<file path="config.mk">
export PLATFORM = sky130hd
export DESIGN_NAME = reg_dump_ctrl
export DESIGN_NICKNAME = d
export VERILOG_FILES = /design/src/rtl/reg_dump_ctrl_pkg.sv /design/src/rtl/reg_dump_ctrl.sv
export SDC_FILE = /design/constraint.sdc
export NUM_CORES = 1
export LEC_CHECK = 0
export CORE_ASPECT_RATIO = 1.1
export CORE_MARGIN = 2
export CORE_UTILIZATION = 36
export DETAILED_ROUTE_END_ITERATION = 10
export HOLD_SLACK_MARGIN = 0.15
export PLACE_DENSITY = 0.72
export SLEW_MARGIN = 0
export SYNTH_ARGS = -nofsm -noshare
export SYNTH_HDL_FRONTEND = slang
export SYNTH_SLANG_ARGS = --single-unit
export TNS_END_PERCENT = 100
</file>
<file path="constraint.sdc">
create_clock -name clk -period 1.9 [get_ports clk]
set_clock_uncertainty 0.15 [all_clocks]
set_input_delay 0.285 -clock clk [delete_from_list [all_inputs] [get_ports clk]]
set_output_delay 0.285 -clock clk [all_outputs]
set_load 0.02 [all_outputs]
</file>
<file path="src/rtl/reg_dump_ctrl_pkg.sv">
// rtl/reg_dump_ctrl_pkg.sv - shared constants and state encoding for the register dump engine
package reg_dump_ctrl_pkg;

   localparam int REG_COUNT  = 32;
   localparam int REG_ADDR_W = 5;

   typedef enum logic [1:0] {
      IDLE  = 2'd0,
      FETCH = 2'd1,
      SEND  = 2'd2,
      DONE  = 2'd3
   } dump_state_t;

endpackage

</file>
<file path="src/rtl/reg_dump_ctrl.sv">
// rtl/reg_dump_ctrl.sv - stalls the core and streams x0..x(NUM_REGS-1) out over valid/ready
module reg_dump_ctrl
   import reg_dump_ctrl_pkg::*;
#(
   parameter int NUM_REGS = REG_COUNT,
   parameter int ADDR_W   = REG_ADDR_W,
   parameter int DATA_W   = 32
) (
   input  logic              clk,
   input  logic              rst,
   input  logic              start,
   output logic              hold_core,
   output logic              busy,
   output logic              done,
   output logic [ADDR_W-1:0] rf_addr,
   input  logic [DATA_W-1:0] rf_data,
   output logic              out_valid,
   input  logic              out_ready,
   output logic [DATA_W-1:0] out_data,
   output logic [ADDR_W-1:0] out_index
);

   localparam logic [ADDR_W-1:0] LAST_IDX = ADDR_W'(NUM_REGS - 1);

   dump_state_t       state;
   dump_state_t       state_next;
   logic [ADDR_W-1:0] idx;
   logic [ADDR_W-1:0] idx_next;
   logic              capture;

   // State, walk index and the captured output word; the word only changes on a FETCH edge
   always_ff @(posedge clk) begin
      if (rst) begin
         state     <= IDLE;
         idx       <= '0;
         out_data  <= '0;
         out_index <= '0;
      end else begin
         state <= state_next;
         idx   <= idx_next;
         if (capture) begin
            out_data  <= rf_data;
            out_index <= idx;
         end
      end
   end

   // Next-state and index sequencing; out_ready only steers the next state, never an output
   always_comb begin
      state_next = state;
      idx_next   = idx;
      capture    = 1'b0;
      case (state)
         IDLE: begin
            if (start) begin
               idx_next   = '0;
               state_next = FETCH;
            end
         end
         FETCH: begin
            capture    = 1'b1;
            state_next = SEND;
         end
         SEND: begin
            if (out_ready) begin
               if (idx == LAST_IDX) begin
                  state_next = DONE;
               end else begin
                  idx_next   = idx + ADDR_W'(1);
                  state_next = FETCH;
               end
            end
         end
         DONE: begin
            state_next = IDLE;
         end
         default: begin
            state_next = IDLE;
         end
      endcase
   end

   // Core stall spans FETCH through DONE so the register file is frozen for the whole walk
   assign hold_core = (state != IDLE);
   assign busy      = hold_core;
   assign done      = (state == DONE);
   assign out_valid = (state == SEND);
   assign rf_addr   = idx;

endmodule

</file>
== Word level (Yosys, flattened, before mapping) ==
Cells that the tools add are included.
Cells by class
  add/subtract/negate cells: 1
  eq/ne operators: 7
  mux-type cells: 9
  reductions and logical operators: 5
Operator list (number)
  5-bit two-way mux: 3
  5-bit one-hot mux with 2 select lines: 1
  2-bit one-hot mux with 4 select lines: 1
  2-bit two-way mux: 3
  5-bit by 1-bit adder with 5-bit output, second input constant: 1
  5-bit == test, second input constant: 1
  2-bit == test, second input constant: 2
  2-bit != test, second input constant: 2
  4-bit AND reduction: 1
  2-bit nonzero test: 2
  2-bit by 1-bit == test with 1-bit output, second input constant: 1
  2-bit zero test: 1
  2-bit by 1-bit != test with 1-bit output, second input constant: 1
  2-bit AND reduction: 1
  1-bit two-way mux: 1
Word-level totals
  flip-flop bits (word level): 44
  input port bits: 36
  output and inout bits: 46

== Logic depth before layout (Yosys ltp) ==
  word-level depth: 4
  depth in mapped cells: 6
  depth with buffers taken out: 6

== Worst setup path before layout ==
Ideal clock, no wire load.
  kind: register to register
  start: register idx[0] (netlist: rf_addr[0])
  end: register idx[3] (netlist: rf_addr[3])
  arrival time: 1718 ps
  data required time: 1662 ps
  path slack: -56 ps
  cell stages (with the launch flop): 7
  clock period less this slack: 1956 ps
  cell sequence: dfxtp_1 > ha_1 > and3_1 > ha_1 > and4bb_4 > a41oi_2 > a311oi_2
Between the ends
  word-level cells in the longest chain between the ends: 4
  elaborated cells on any way between the ends: 7
RTL lines
  start: declaration: line reg_dump_ctrl.sv:27  | logic [ADDR_W-1:0] idx;
  start signal: assignment: line reg_dump_ctrl.sv:40  | idx <= idx_next;
  5-bit by 1-bit adder with 5-bit output: line reg_dump_ctrl.sv:69  | idx_next = idx + ADDR_W'(1);
  5-bit two-way mux: line reg_dump_ctrl.sv:66  | if (idx == LAST_IDX) begin
  5-bit two-way mux: line reg_dump_ctrl.sv:65  | if (out_ready) begin
  5-bit one-hot mux with 2 select lines: line reg_dump_ctrl.sv:53  | case (state)
Parallel ways exist; a longest one is shown, timed or not. The select of a mux whose other input is x is not followed.
A chain may end at the register's enable or synchronous reset.

== Worst setup path after layout ==
Same ends and word-level chain as after synthesis.

==> flow_summary.yaml <==
yosys:
  post-synth-top-area-fraction: 0.523
  synth.ff_latch_count: 44
  synth.top_cells.by_count: "76 x sky130_fd_sc_hd__nand2_1, 44 x sky130_fd_sc_hd__dfxtp_1, 42 x sky130_fd_sc_hd__a21oi_1, 6 x sky130_fd_sc_hd__buf_4, 6 x sky130_fd_sc_hd__clkbuf_1"
  post-synth-top-count-cell: "sky130_fd_sc_hd__nand2_1"
  synthDistinctLibCells: 26
  syn-mean-instance-area_um2: 8.26
  yosys_most_used_dff: "sky130_fd_sc_hd__dfxtp_1"
  synth-seq-area-share: 0.523
  synth_enable_flop_cells: 0
  synth_warnings: 0
  synthesis.instances: 204
  synth_largest_area_cell: "sky130_fd_sc_hd__dfxtp_1"
  netlist_top_cells_area: "sky130_fd_sc_hd__dfxtp_1 52%, sky130_fd_sc_hd__nand2_1 17%, sky130_fd_sc_hd__a21oi_1 12%, sky130_fd_sc_hd__buf_4 2.7%, sky130_fd_sc_hd__ha_1 1.5%"
  synth_async_sr_flop_share: 0
  synth_fp_nets: 242
  syn_area_um2: 1680
die:
  initial_utilization: 0.367
  core-area_um2: 4590
  num_rows: 26
  floorplan.die.height_um: 75.7
  pin_count: 82
  floorplan.die_area_um2: 5240
  die_extent_in_x_um: 69.2
timing:
  worst_hold_slack_ns: 0.304
  setup-violations-final: 0
  final-max-slew-violation-count: 0
  grt_setup_unrepaired: "false"
  final.period_utilization: 0.959
  timing.final.crit_period_ns: 1.82
  setup_ws_ns: 0.0786
  final.setup.tns_ns: 0
  max_freq_ghz: 0.549
  worstMarginPinSlew_ns: 0.390
  slew_headroom: 0.740
  fin_hold_viols: 0
global_route:
  grt_busiest_layer: "met2"
  grt.total_usage: 0.153
  overflow: 0
  number_of_global_route_vias_before_repair: 1434
  met3_usage: 0.0767
  largest_net_degree_at_the_start_of_global_routing: 38
  grt_antenna_before_repair: 0
  grtUsageMet1: 0.185
  grtUsageMet2: 0.243
  first_pass_grt_wire_length_mm: 6.45
power:
  cellLeakagePower_nw: 0.970
  irDropWorstVdd_uv: 508
  power_density_nw_per_um2: 723
clock_network:
  tritoncts_num_sinks: 44
  clockBufferDepth: 2
  cts_tree: "yes"
  clock_insertion_delay_worst_skew_ns: 0.29
  ctsHtreeMaxLevel: 2
  clock-root-buffer: "sky130_fd_sc_hd__clkbuf_8"
  cts_inserted_buffers: 5
  clk_pin_slew_worst_paths_ns: 0.08
routing:
  detail_route.iter0.violations: 45
  iteration_count_of_the_initial_detailed_routing_pass: 4
  routed_wirelength_mm: 3.99
  vias: 1620
  ant_nets: 0
  detail_route.drc_violations: 0
  avgViaCountPerCell: 4.74
  route.detailed.wl_per_inst_um: 11.7
cells_and_area:
  fillCellCount: 449
  area_of_the_multi_input_gates_um2: 708
  drive_gt1_frac: 0.0839
  area_growth_syn_to_layout_pct: 57.4
  regArea_um2: 885
  design.final.nets: 323
  num_antenna_cells: 0
critical_path:
  cp_max_fo: 5
  worstSetupPathType: "reg2reg"
  rrSetupSlack_ns: 0.08
  reg2regPathDepth: 6
  cp-start-kind: "flip-flop"
  timing.critical_path.arrival_ns: 1.88
  timing.critical_path.required_ns: 1.96
  worst_setup_path_end_kind: "flip-flop"
placement:
  detailed_place_hpwl_mm: 2.69
  port-buffer-count: 81
  place_congestion: 0.884
  pre_cts_ws_ns: 0.0449
run:
  maxCapViolations: 0
min_path:
  hold_path_depth: 2
  hold_path_class: "reg2reg"
outcome:
  outcome: "finished, final reports clean"
-- critical path: stages (launching register included) --
cell and delay [ns]:
sky130_fd_sc_hd__dfxtp_2 0.33, sky130_fd_sc_hd__ha_1 0.22, sky130_fd_sc_hd__and3_1 0.19, sky130_fd_sc_hd__ha_1 0.19, sky130_fd_sc_hd__and4bb_4 0.34, sky130_fd_sc_hd__a41oi_2 0.13, sky130_fd_sc_hd__a311oi_2 0.19
-- repair_timing --
action / 4_1_cts / 5_1_grt
cloned: 0 / 0
pin swaps: 0 / 3
hold buffers: 0 / 0
gates resized for setup: 4 / 1
buffers inserted: 0 / 0
endpoints found under the hold margin: 0 / 0
setup endpoints to repair: 4 / 3
-- area by class of cell --
type	count	share of cell area
repair buffers	90	0.336
inverters	1	0.00142
flip-flops and latches	44	0.334
clock inverters	1	0.00283
well taps	56	0.0264
clock buffers	7	0.0326
multi-input cells	143	0.267
-- per-layer routing --
metal / vias up / wire (um) / part of all wire
met5: - / 0 / 0
met4: 0 / 40 / 0.010
met3: 7 / 359 / 0.090
met2: 55 / 1750 / 0.44
met1: 727 / 1840 / 0.46
li1: 831 / - / -
-- through the flow --
stage	std cells	util	cell area [um^2]	total power, mW
floorplan	204	-	1690	1.18
global placement	334	0.557	2560	1.35
detailed placement	334	0.557	2560	1.36
CTS	342	0.577	2650	1.95
global route	342	0.578	2650	2.02
finish	342	0.578	2650	1.92
-- final timing paths --
check               from          end
max           rf_addr[0]   rf_addr[3]
min          out_data[3]  out_data[3]
max reg2reg   rf_addr[0]   rf_addr[3]
min reg2reg  out_data[3]  out_data[3]
-- layout by cell type, fill, tap and decap left out --
cell	instances
sky130_fd_sc_hd__clkdlybuf4s50_1	77
sky130_fd_sc_hd__nand2_1	76
sky130_fd_sc_hd__a21oi_1	42
sky130_fd_sc_hd__dfxtp_1	41
sky130_fd_sc_hd__buf_4	8
sky130_fd_sc_hd__clkbuf_8	6
sky130_fd_sc_hd__nand3_1	4
sky130_fd_sc_hd__dlygate4sd2_1	3
sky130_fd_sc_hd__dfxtp_2	3
sky130_fd_sc_hd__nand2b_1	2
sky130_fd_sc_hd__nand4b_1	2
sky130_fd_sc_hd__ha_1	2
sky130_fd_sc_hd__nor2b_1	1
sky130_fd_sc_hd__or2_2	1
sky130_fd_sc_hd__and2_1	1
sky130_fd_sc_hd__and3_1	1
sky130_fd_sc_hd__nor2b_2	1
sky130_fd_sc_hd__or2b_1	1
sky130_fd_sc_hd__mux2i_1	1
sky130_fd_sc_hd__nor3_1	1
sky130_fd_sc_hd__nand4bb_1	1
sky130_fd_sc_hd__or3b_1	1
sky130_fd_sc_hd__and4bb_4	1
sky130_fd_sc_hd__a41oi_2	1
sky130_fd_sc_hd__a311oi_2	1
sky130_fd_sc_hd__a311oi_1	1
sky130_fd_sc_hd__inv_1	1
sky130_fd_sc_hd__o21ai_0	1
sky130_fd_sc_hd__clkbuf_1	1
sky130_fd_sc_hd__clkinvlp_4	1
sky130_fd_sc_hd__dlymetal6s2s_1	1
sky130_fd_sc_hd__buf_12	1
-- cells by family (layout without fill, tap and decap cells) --
logic type | count (synthesis) | in the layout | share of synthesized area
and+or+nand+nor | 94 | 94 | 0.247
AOI/OAI and AO/OA | 46 | 46 | 0.152
DFF | 44 | 44 | 0.523
buffers and inverters | 17 | 99 | 0.0579
adders and majority gates | 2 | 2 | 0.0149
muxes | 1 | 1 | 0.00594
-- power by group --
group / total [mW] / internal, mW / leakage [nW] / switching [mW]
Sequential: 0.983 / 0.962 / 0.359 / 0.0218
Combinational: 0.343 / 0.177 / 0.566 / 0.167
Clock: 0.588 / 0.295 / 0.0445 / 0.293
-- flip-flops by register name, indices dropped and copies added (netlist names) --
signal,cells
out_data,32
out_index,5
rf_addr,5
state,2
Note: power is estimated with default switching activity, not from simulation.
